==> src/rtl/mem_stage_pkg.sv <==
// Shared types and constants for the MEM-stage controller.
// State encoding, default address base, timeout limit and poison value.
package mem_stage_pkg;

    typedef enum logic [1:0] {
        IDLE,
        REQ,
        DONE
    } state_e;

    localparam logic [31:0] BASE_ADDR_DEF = 32'd1024;
    localparam int unsigned TIMEOUT_DEF   = 255;
    localparam logic [31:0] POISON        = 32'hDEADBEEF;

endpackage

==> src/rtl/mem_stage_ctrl_if.sv <==
// Word-addressed data memory request/acknowledge port.
// master drives requests, slave is the memory.
interface mem_stage_ctrl_if;

    logic        mem_req;
    logic        mem_we;
    logic [29:0] mem_addr;
    logic [31:0] mem_wdata;
    logic [31:0] mem_rdata;
    logic        mem_ack;

    modport master (
        output mem_req, mem_we, mem_addr, mem_wdata,
        input  mem_rdata, mem_ack
    );

    modport slave (
        input  mem_req, mem_we, mem_addr, mem_wdata,
        output mem_rdata, mem_ack
    );

endinterface

==> src/rtl/Reg.sv <==
// Generic enabled register with asynchronous active-low clear.
// Holds its value whenever en is low.
module Reg #(
    parameter int WIDTH = 32
) (
    input  logic             clk,
    input  logic             rst,
    input  logic             en,
    input  logic [WIDTH-1:0] d,
    output logic [WIDTH-1:0] q
);

    always_ff @(posedge clk or negedge rst) begin
        if (!rst) q <= '0;
        else if (en) q <= d;
    end

endmodule

==> src/rtl/mem_stage_ctrl.sv <==
// MEM-stage controller: stalls the front end while a load/store handshakes.
// Define MEM_STAGE_TIMEOUT_EN to add an ack timeout with sticky mem_err.
module mem_stage_ctrl
    import mem_stage_pkg::*;
#(
    parameter logic [31:0] BASE_ADDR      = BASE_ADDR_DEF,
    parameter int unsigned TIMEOUT_CYCLES = TIMEOUT_DEF
) (
    input  logic                      clk,
    input  logic                      rst,
    input  logic                      WB_en_in,
    input  logic                      MEM_R_en_in,
    input  logic                      MEM_W_en_in,
    input  logic [31:0]               ALU_result_in,
    input  logic [31:0]               Val_Rm_in,
    input  logic [3:0]                Dest_in,
    output logic                      WB_en,
    output logic                      MEM_R_en,
    output logic [31:0]               ALU_result,
    output logic [31:0]               Mem_read_value,
    output logic [3:0]                Dest,
    output logic                      freeze,
    mem_stage_ctrl_if.master          mem,
    output logic                      mem_err
);

    state_e      state_q, state_d;
    logic        mem_op;
    logic        cap_en;
    logic [31:0] cap_d;
    logic [31:0] offset;
    logic [1:0]  unused_lsb;
    logic        tmo;

    assign mem_op     = MEM_R_en_in | MEM_W_en_in;
    assign offset     = ALU_result_in - BASE_ADDR;
    assign unused_lsb = offset[1:0];

`ifdef MEM_STAGE_TIMEOUT_EN
    localparam int CW = $clog2(TIMEOUT_CYCLES + 1);
    localparam logic [CW-1:0] TMO_LAST = CW'(TIMEOUT_CYCLES - 1);

    logic [CW-1:0] cnt_q, cnt_d;
    logic          err_q, err_d;

    always_comb begin
        cnt_d = '0;
        tmo   = 1'b0;
        err_d = err_q;
        if (state_q == REQ && !mem.mem_ack) begin
            if (cnt_q == TMO_LAST) begin
                tmo   = 1'b1;
                err_d = 1'b1;
            end else begin
                cnt_d = cnt_q + 1'b1;
            end
        end
    end

    always_ff @(posedge clk or negedge rst) begin
        if (!rst) begin
            cnt_q <= '0;
            err_q <= 1'b0;
        end else begin
            cnt_q <= cnt_d;
            err_q <= err_d;
        end
    end

    assign mem_err = err_q;
    assign cap_d   = tmo ? POISON : mem.mem_rdata;
`else
    assign tmo     = 1'b0;
    assign mem_err = 1'b0;
    assign cap_d   = mem.mem_rdata;
`endif

    always_comb begin
        state_d = state_q;
        unique case (state_q)
            IDLE:    if (mem_op) state_d = REQ;
            REQ:     if (mem.mem_ack || tmo) state_d = DONE;
            DONE:    state_d = IDLE;
            default: state_d = IDLE;
        endcase
    end

    always_ff @(posedge clk or negedge rst) begin
        if (!rst) state_q <= IDLE;
        else      state_q <= state_d;
    end

    // Loads capture data; a timeout poisons the register instead.
    assign cap_en = (state_q == REQ) &
                    ((mem.mem_ack & MEM_R_en_in) | tmo);

    Reg #(.WIDTH(32)) u_rd_reg (
        .clk (clk),
        .rst (rst),
        .en  (cap_en),
        .d   (cap_d),
        .q   (Mem_read_value)
    );

    always_comb begin
        freeze = rst & (((state_q == IDLE) & mem_op) |
                        (state_q == REQ));
        WB_en      = WB_en_in & ~freeze;
        MEM_R_en   = MEM_R_en_in & ~freeze;
        ALU_result = ALU_result_in;
        Dest       = Dest_in;
    end

    assign mem.mem_req   = (state_q == REQ);
    assign mem.mem_we    = (state_q == REQ) & MEM_W_en_in;
    assign mem.mem_addr  = offset[31:2];
    assign mem.mem_wdata = Val_Rm_in;

endmodule

==> src/flat_wrapper.sv <==
// flat-port wrapper written by rule: the top's interface ports become plain ports
module mem_stage_ctrl_flat import mem_stage_pkg::*;
#(
    parameter logic [31:0] BASE_ADDR      = BASE_ADDR_DEF,
    parameter int unsigned TIMEOUT_CYCLES = TIMEOUT_DEF
)
  (clk, rst, WB_en_in, MEM_R_en_in, MEM_W_en_in, ALU_result_in, Val_Rm_in, Dest_in, WB_en, MEM_R_en, ALU_result, Mem_read_value, Dest, freeze, mem_err, mem_mem_req, mem_mem_we, mem_mem_addr, mem_mem_wdata, mem_mem_rdata, mem_mem_ack);
  mem_stage_ctrl_if mem_i ();
  input  logic clk;
  input  logic rst;
  input  logic WB_en_in;
  input  logic MEM_R_en_in;
  input  logic MEM_W_en_in;
  input  logic [31:0] ALU_result_in;
  input  logic [31:0] Val_Rm_in;
  input  logic [3:0] Dest_in;
  output logic WB_en;
  output logic MEM_R_en;
  output logic [31:0] ALU_result;
  output logic [31:0] Mem_read_value;
  output logic [3:0] Dest;
  output logic freeze;
  output logic mem_err;
  output wire logic [$bits(mem_i.mem_req)-1:0] mem_mem_req;
  output wire logic [$bits(mem_i.mem_we)-1:0] mem_mem_we;
  output wire logic [$bits(mem_i.mem_addr)-1:0] mem_mem_addr;
  output wire logic [$bits(mem_i.mem_wdata)-1:0] mem_mem_wdata;
  input wire logic [$bits(mem_i.mem_rdata)-1:0] mem_mem_rdata;
  input wire logic [$bits(mem_i.mem_ack)-1:0] mem_mem_ack;
  assign mem_mem_req = mem_i.mem_req;
  assign mem_mem_we = mem_i.mem_we;
  assign mem_mem_addr = mem_i.mem_addr;
  assign mem_mem_wdata = mem_i.mem_wdata;
  assign mem_i.mem_rdata = mem_mem_rdata;
  assign mem_i.mem_ack = mem_mem_ack;
  mem_stage_ctrl #(.BASE_ADDR(BASE_ADDR), .TIMEOUT_CYCLES(TIMEOUT_CYCLES)) u_core (.clk(clk), .rst(rst), .WB_en_in(WB_en_in), .MEM_R_en_in(MEM_R_en_in), .MEM_W_en_in(MEM_W_en_in), .ALU_result_in(ALU_result_in), .Val_Rm_in(Val_Rm_in), .Dest_in(Dest_in), .WB_en(WB_en), .MEM_R_en(MEM_R_en), .ALU_result(ALU_result), .Mem_read_value(Mem_read_value), .Dest(Dest), .freeze(freeze), .mem(mem_i), .mem_err(mem_err));
endmodule
==> config.mk <==
export PLATFORM = sky130hd
export DESIGN_NAME = mem_stage_ctrl_flat
export DESIGN_NICKNAME = d
export VERILOG_FILES = /design/src/rtl/mem_stage_pkg.sv /design/src/rtl/mem_stage_ctrl_if.sv /design/src/rtl/Reg.sv /design/src/rtl/mem_stage_ctrl.sv /design/src/flat_wrapper.sv
export SDC_FILE = /design/constraint.sdc
export NUM_CORES = 1
export LEC_CHECK = 0
export CAP_MARGIN = 20
export CORE_AREA = 3 3 93 95
export DETAILED_ROUTE_END_ITERATION = 8
export DIE_AREA = 0 0 96 98
export PLACE_DENSITY = 0.9
export SETUP_SLACK_MARGIN = 0.4
export SLEW_MARGIN = 40
export SYNTH_ARGS = -nofsm -noshare
export SYNTH_HDL_FRONTEND = slang
export SYNTH_SLANG_ARGS = --single-unit
export TNS_END_PERCENT = 100
==> constraint.sdc <==
create_clock -name clk -period 5.2 [get_ports clk]
set_input_delay 0.52 -clock clk [delete_from_list [all_inputs] [get_ports clk]]
set_output_delay 0.52 -clock clk [all_outputs]
set_load 0.1 [all_outputs]
# --- After elaboration in Yosys (flattened, before gate mapping) ---
# Cells that the tools add are included.
op_classes:
  addsub: 1
  n_eq_ne: 3
  n_mux: 3
  n_bitwise: 10
  reduce_logical: 2
op_table:
  columns: ["op", "count"]
  rows:
  - ["subtractor 32 x 11 -> 32 bit (second input constant)", 1]
  - ["AND 1 bit", 7]
  - ["two-way mux 2 bit", 2]
  - ["!= test 2 x 1 -> 1 bit (second input constant)", 2]
  - ["one-hot mux 2 bit (2 select lines)", 1]
  - ["equality test 2 x 1 -> 1 bit (second input constant)", 1]
  - ["logical NOT 2 bit", 1]
  - ["OR 1 bit", 2]
  - ["AND reduction 2 bit", 1]
  - ["NOT 1 bit", 1]
totals:
  ff_bits: 34
  output_inout_bits: 136
  wordCells: 21

# --- Depth between registers and ports, before layout ---
# Gate-level depths: netlist (run 1).
logic_depth:
  depth_word: 6
  depth_mapped: 5

# --- Modules after synthesis ---
# From an unflattened synthesis (run 1), not the netlist that was laid out.
unflattened:
  hier_cells: 220
  hier_area_um2: 2438.6
by_module_without_submodules:
  columns: ["mod", "n_inst", "cells_each", "area_per_inst_um2", "seq_area_each_um2"]
  rows:
  - ["Reg", 1, 68, 1345.0, 800.8]
  - ["mem_stage_ctrl", 1, 152, 1093.5, 50.0]

# --- Worst setup path after synthesis (run 1) ---
# No wires, ideal clock.
synth_timing:
  path_type: "input-to-output"
  from: "input port MEM_W_en_in"
  to: "output port MEM_R_en"
  arrival_time_ns: 4.218
  required_time_ns: 4.680
  path_slack_ns: 0.462
  cell_stages: 3
  n_path_buf: 0
  path_cell_list: "nor3_1 > nor3b_1 > nor2b_1"
synth_via:
  elab_chain_cells: 6
synth_rtl:
  columns: ["item", "line", "text"]
  rows:
  - ["start, declared", "flat_wrapper.sv:13", "input logic MEM_W_en_in;"]
  - ["OR 1 bit", "mem_stage_ctrl.sv:35", "assign mem_op = MEM_R_en_in | MEM_W_en_in;"]
  - ["AND 1 bit", "mem_stage_ctrl.sv:106", "freeze = rst & (((state_q == IDLE) & mem_op) |"]
  - ["OR 1 bit", "mem_stage_ctrl.sv:106", null]
  - ["AND 1 bit", "mem_stage_ctrl.sv:106", null]
  - ["net freeze", "flat_wrapper.sv:22", "output logic freeze;"]
  - ["NOT 1 bit", "mem_stage_ctrl.sv:109", "MEM_R_en = MEM_R_en_in & ~freeze;"]
  - ["AND 1 bit", "mem_stage_ctrl.sv:109", null]
  - ["end, declared", "flat_wrapper.sv:18", "output logic MEM_R_en;"]
# The timed path passes the listed nets, and every way through them passes these cells.

# --- Worst setup path in the final report (run 1) ---
layout_timing:
  from: "input port ALU_result_in[19]"
  to: "output port mem_mem_addr[26]"
layout_via:
  elab_chain_cells: 1
layout_rtl:
  columns: ["item", "line", "text"]
  rows:
  - ["start, declared", "flat_wrapper.sv:14", "input logic [31:0] ALU_result_in;"]
  - ["subtractor 32 x 11 -> 32 bit", "mem_stage_ctrl.sv:36", "assign offset = ALU_result_in - BASE_ADDR;"]
  - ["end, declared", "flat_wrapper.sv:26", "output wire logic [$bits(mem_i.mem_addr)-1:0] mem_mem_addr;"]
# Every way passes these cells.

==> results by group, run 1 <==
Critical path
  • Critical Path RT: 4.68 ns
  • Worst path max stage delay: 0.59 ns
  • CP cell instances: clkdlybuf4s50_1 > or4_1 > or4_4 > nor4b_4 > xor2_1 > buf_4
  • Setup CP Type: primary input to output port
  • Crit path max-delay family: simple AND/OR/NAND/NOR gates
  • Worst setup SP type: primary input
  • Crit. End Element: output port
  • CP arrival: 2.83 ns
  • CP max FO: 4
  • Buffers plus inverters on the worst setup path: 2
  • Crit-path slowest cell: or4_1

Yosys
  • Number of synthesized register bits: 34
  • Syn Area/Cell: 10.47 um^2
  • Synth top area cells: dfrtp_1 37%, buf_4 25%, mux2_1 16%
  • Mapped cell area: 2282 um^2
  • Cells after synthesis: 218
  • Cell variety after synth: 26
  • Mapped Nets: 325
  • Post-synthesis sequential area ratio: 37.28%
  • Ys Warns: 0
  • Synth area leader: dfrtp_1
  • Synth top area share: 37.28%

Die
  • Die height: 98 um
  • Die outline width: 96 um
  • Initial Util: 29.23%
  • Die area: 9408 um^2
  • Total core area: 7807 um^2
  • Row cnt: 32
  • # IOs: 242

STA
  • # setup viols final: 0
  • Max Freq: 298.4 MHz
  • Final Max Slew Viols: 0
  • Final period utilization: 64.45%
  • Final period demand of the worst path: 3.352 ns
  • Fin Setup TNS: 0 ns
  • Slew @ Worst Pin: 0.5810 ns
  • Headroom to the max-slew limit: 60.95%
  • Final setup skew: 0.004229 ns
  • Unrepaired setup endpoints after global routing: false
  • Final Hold Viols: 0

Global routing
  • Largest net degree at the start of global routing: 36
  • Initial antenna violation count: 0
  • Global-route wire length before repair: 9.294 mm
  • Remaining Overflow, GRT: 0
  • Vias in the first global route: 1899
  • GRT Resource Usage Total: 12.69%

Power
  • Pwr Density: 741.0 nW/um^2
  • Leakage power: 0.001343 uW
  • Peak supply drop: 0.0005914 V

Final layout
  • Antenna cells: 0
  • Non-Filler Instances: 389
  • FILL cells: 765
  • Most frequent cells in the layout: 68 x buf_2, 59 x clkdlybuf4s50_1, 34 x dfrtp_1, 32 x mux2_1
  • Multi-input logic area: 822.0 um^2
  • Fin nets: 393
  • Area growth syn-to-layout: 29.28%
  • Register area: 850.8 um^2
  • Share of layout cells above drive strength 1: 32.75%
  • Most common cell after layout, fill and taps aside: buf_2

Worst hold path
  • Worst hold-check path type: flop to flop

Clocking
  • Worst-path clk slew: 0.07 ns
  • Num CTS Buffers: 5
  • Skew-Pair Late Insertion Delay: 0.28 ns
  • Post-CTS Resized: 0
  • H-tree levels: 2
  • Clock Sink Count: 34
  • Root Buffer: clkbuf_8
  • Number of setup buffers added after CTS: 0
  • Worst-case clock buffer depth: 2
  • CTS Hold Buffers Added: 0
  • CTS tree: built

Route
  • Vias per std cell: 4.566
  • Routed WL: 6.197 mm
  • First-pass detailed-route iteration total: 4
  • Residual DRC: 0
  • Initial detailed-routing violation count: 19
  • DR vias: 1776
  • Number of antenna-violating nets in the routed design: 0
  • WL/cell: 15.93 um

Placed design
  • Post-DP HPWL: 5.107 mm
  • Dpl cells: 381
  • RePlAce Congestion: 0.8160
  • IO Port Bufs: 140

Run status
  • Status: complete, no violations

Flow run
  • Maxcap violations: 0
[state kept, by name, summed over array words and instances, names as in the netlist]
| name | count |
|---|---|
| u_core.state_q | 2 |
| u_core.u_rd_reg.q | 32 |
[cell usage after synthesis (all sizes together)]
| library cell | number |
|---|---|
| a211oi | 1 |
| and2 | 2 |
| buf | 81 |
| conb | 1 |
| dfrtp | 34 |
| ha | 1 |
| inv | 4 |
| mux2 | 32 |
| nand2 | 7 |
| nand3 | 2 |
| nand3b | 2 |
| nor2 | 11 |
| nor2b | 3 |
| nor3 | 7 |
| nor3b | 1 |
| nor4 | 3 |
| nor4b | 1 |
| or3 | 4 |
| or4 | 2 |
| xnor2 | 4 |
| xor2 | 15 |
[layer usage]
layer  part of all wire, %  vias up  GRT usage (%)
met3                    15       14          5.701
met4                   2.0        0          5.799
met5                     0        -              0
li1                      -      776              -
met1                    31      830          10.79
met2                    52      156          24.16
[report_power, final]
| group | switching (uW) | total [uW] | internal [uW] |
|---|---|---|---|
| Sequential | 65.9 | 461 | 395 |
| Clock | 90.9 | 198 | 107 |
| Combinational | 1300 | 1530 | 226 |
[path summary, 6_finish.rpt]
check,from,to,slack (ns),cells after the start
max,ALU_result_in[19],mem_mem_addr[26],1.85,6
min reg2reg,u_core.state_q[1],u_core.state_q[0],0.49,1
min in group asynchronous,rst,u_core.u_rd_reg.q[5],0.64,2
max reg2reg,u_core.state_q[0],u_core.u_rd_reg.q[28],3.54,5
min,u_core.state_q[1],u_core.state_q[0],0.49,1
max in group asynchronous,rst,u_core.u_rd_reg.q[10],4.25,2
[cells by family (layout without fill, tap and decap cells)]
logic type	Yosys count	after routing	synth area share, %
mux	32	32	15.79
other cells	1	1	0.1643
compound gates	1	1	0.3291
flops	34	34	37.28
buf+inv	85	154	26.70
simple gates	45	45	11.90
fa+ha+maj	1	1	0.5482
xor+xnor	19	19	7.292
[per-stage QoR]
stage | worst slack [ns] | instance area [um^2] | hold slack, ns | power [uW] | util [%]
after floorplan | 0.4617 | 2282 | 0.2244 | 1928 | -
after global placement | 1.306 | 3199 | 0.4429 | 2131 | 40.98
after detailed placement | 1.846 | 2859 | 0.4701 | 1998 | 36.62
after CTS | 1.844 | 2950 | 0.4790 | 2204 | 37.79
after global routing | 1.760 | 2950 | 0.4949 | 2264 | 37.79
final | 1.848 | 2950 | 0.4865 | 2186 | 37.79
[final cells by class]
class,instances,area share (%)
Inverter,4,0.5089
Timing Repair Buffer,142,35.37
Tap cell,102,4.326
Clock buffer,7,2.926
Clock inverter,1,0.1696
Sequential cell,34,28.84
Multi-Input combinational cell,99,27.86
Power figures use the tool's default switching activity.
==> run 2, diff against run 1 <==
--- a/config.mk
+++ b/config.mk
@@ -6,10 +6,10 @@
 export NUM_CORES = 1
 export LEC_CHECK = 0
 export CAP_MARGIN = 20
-export CORE_AREA = 3 3 93 95
+export CORE_MARGIN = 3
+export CORE_UTILIZATION = 29
 export DETAILED_ROUTE_END_ITERATION = 8
-export DIE_AREA = 0 0 96 98
-export PLACE_DENSITY = 0.9
+export PLACE_DENSITY = 0.91
 export SETUP_SLACK_MARGIN = 0.4
 export SLEW_MARGIN = 40
 export SYNTH_ARGS = -nofsm -noshare
==> constraint.sdc (replaced) <==
create_clock -name clk -period 3.5 [get_ports clk]
set_input_delay 0.35 -clock clk [delete_from_list [all_inputs] [get_ports clk]]
set_output_delay 0.35 -clock clk [all_outputs]
set_load 0.1 [all_outputs]
==> run 2 against run 1 <==
Net effect: clock power up 82%; first-iteration DRC count is 11% higher; final area is 14% higher; sequential share of layout area shrank 3.5 points; via count is 1.2% lower; cell count decreased by 1.0%; sequential power is 49% higher; largest cell class unchanged; largest power group unchanged; highest routed layer unchanged.
==> results by group, run 2 (synthesis results as in run 1) <==
Route
  • Vias per std cell: 4.558 (-0.16%)
  • Routed WL: 5.883 mm (-5.1%)
  • Residual DRC: 0 (unchanged)
  • Initial detailed-routing violation count: 21 (+2)
  • DR vias: 1755 (-1.2%)
  • WL/cell: 15.28 um (-4.1%)
  • Number of antenna-violating nets in the routed design: 0 (unchanged)
  • First-pass detailed-route iteration total: 4 (unchanged)

Final layout
  • Most common cell after layout, fill and taps aside: clkdlybuf4s50_1
  • Number of flip-flops in the largest register: 32 (unchanged)
  • FILL cells: 663 (-13%)
  • Multi-input logic area: 934.6 um^2 (+14%)
  • Fin nets: 393 (unchanged)
  • Top flop regs: u_core.u_rd_reg.q x32, u_core.state_q x2
  • Largest reg by FF count: u_core.u_rd_reg.q
  • Register area: 850.8 um^2 (unchanged)
  • Share of layout cells above drive strength 1: 37.76% (+5.0 points)
  • Area growth syn-to-layout: 47.04%
  • Antenna cells: 0 (unchanged)
  • Most frequent cells in the layout: 59 x clkdlybuf4s50_1, 35 x buf_4, 34 x dfrtp_1, 33 x buf_2, 32 x mux2_1

Critical path
  • Buffers plus inverters on the worst setup path: 2 (unchanged)
  • CP cell instances: clkdlybuf4s50_1 > or4_1 > or4_4 > nor4b_4 > xor2_2 > buf_12
  • CP Launch Point: ALU_result_in[18]
  • CP max FO: 4 (unchanged)
  • Crit path max-delay family: simple AND/OR/NAND/NOR gates
  • CP arrival: 2.65 ns (-0.18 ns)
  • Worst path max stage delay: 0.57 ns (-0.02 ns)
  • Critical Path RT: 3.15 ns (-1.53 ns)
  • Crit-path slowest cell: or4_1
  • Worst r2r src: u_core.state_q[0]
  • Worst setup SP type: primary input
  • Setup CP Type: primary input to output port
  • Crit. End Element: output port

Clocking
  • Number of setup buffers added after CTS: 0 (unchanged)
  • Skew-Pair Late Insertion Delay: 0.28 ns (about the same)
  • CTS Hold Buffers Added: 0 (unchanged)
  • Worst-case clock buffer depth: 2 (unchanged)
  • H-tree levels: 2 (unchanged)
  • Worst-path clk slew: 0.07 ns (about the same)
  • Num CTS Buffers: 5 (unchanged)
  • CTS tree: built
  • Root Buffer: clkbuf_8
  • Clock Sink Count: 34 (unchanged)

Global routing
  • GRT Resource Usage Total: 12.30% (-0.39 points)
  • Vias in the first global route: 1819 (-4.2%)
  • Global-route wire length before repair: 8.604 mm (-7.4%)
  • Remaining Overflow, GRT: 0 (unchanged)
  • Largest net degree at the start of global routing: 35 (-2.8%)
  • Initial antenna violation count: 0 (unchanged)

Power
  • Peak supply drop: 0.0008234 V (+39%)
  • Pwr Density: 1006 nW/um^2 (+36%)
  • Leakage power: 0.001480 uW (+10%)

Die
  • Die outline width: 94.71 um (-1.3%)
  • # IOs: 242 (unchanged)
  • Total core area: 7447 um^2 (-4.6%)
  • Row cnt: 31 (-3.1%)
  • Initial Util: 30.65% (+1.4 points)
  • Die height: 94.71 um (-3.4%)
  • Die area: 8970 um^2 (-4.7%)

STA
  • Unrepaired setup endpoints after global routing: false
  • Final period utilization: 85.76%
  • Worst hold slack: 0.4864 ns (-0.0001210 ns)
  • Slew @ Worst Pin: 0.5669 ns (-0.01406 ns)
  • Final period demand of the worst path: 3.002 ns
  • Max Freq: 333.1 MHz
  • Final Max Slew Viols: 0 (unchanged)
  • # setup viols final: 0 (unchanged)
  • Final Hold Viols: 0 (unchanged)
  • Headroom to the max-slew limit: 61.86% (+0.91 points)
  • Fin Setup TNS: 0 ns (unchanged)
  • Final setup skew: 0.003554 ns (-0.0006745 ns)

Placed design
  • IO Port Bufs: 140 (unchanged)
  • Post-DP HPWL: 4.766 mm (-6.7%)
  • RePlAce Congestion: 0.8035 (-1.5%)

Run status
  • Status: complete, no violations

Worst hold path
  • Worst hold-check path type: flop to flop
  • Hold path startpoint: u_core.u_rd_reg.q[17]

Flow run
  • Maxcap violations: 0 (unchanged)
[run 2: where the power goes]
| part | switching (uW) | leakage (uW) | internal [uW] | total [uW] |
|---|---|---|---|---|
| Combinational | 1940 | 0.00102 | 384 | 2330 |
| Sequential | 99.1 | 0.000401 | 587 | 686 |
| Clock | 133 | 0.0000573 | 228 | 361 |
[run 2: path summary, 6_finish.rpt]
path,end,slack (ns),depth (start not counted)
max in group asynchronous,u_core.u_rd_reg.q[16],2.63,2
hold / removal,u_core.u_rd_reg.q[17],0.49,1
setup / recovery,mem_mem_addr[26],0.50,6
hold reg to reg,u_core.u_rd_reg.q[17],0.49,1
setup reg to reg,u_core.u_rd_reg.q[6],1.80,5
min in group asynchronous,u_core.u_rd_reg.q[29],0.57,2
[run 2: layout make-up]
cell class	count	area share, %
timing repair buffer	142	39.30
multi-input combinational	99	27.85
inverter	4	0.4474
tap	99	3.691
clock buffer	6	2.461
sequential	34	25.35
clock inverter	1	0.8949
[run 2: routing by layer]
metal | vias to the layer above | track usage [%] | part of all wire, % | wire length (um)
li1 | 767 | - | - | -
met1 | 809 | 11.61 | 33 | 1921
met2 | 168 | 21.90 | 48 | 2835
met3 | 11 | 6.454 | 17 | 1010
met4 | 0 | 5.649 | 2.0 | 116
met5 | - | 0 | 0 | 0
[run 2: repair_timing]
action | 4_1_cts | 5_1_grt
hold endpoints to repair | 0 | 0
gates resized for setup | 0 | 1
endpoints found under the setup margin | 0 | 1
[run 2: through the flow]
stage / instance area, um^2 / total power, uW / instances / setup slack [ns] / utilization (%)
after floorplan: 2389 / 2871 / 218 / 0.09335 / -
after global placement: 3402 / 3193 / 378 / 0.4898 / 45.68
after detailed placement: 3237 / 3030 / 378 / 0.4440 / 43.46
after CTS: 3349 / 3408 / 385 / 0.4456 / 44.98
after global routing: 3356 / 3491 / 385 / 0.4203 / 45.06
final: 3356 / 3376 / 385 / 0.4983 / 45.06
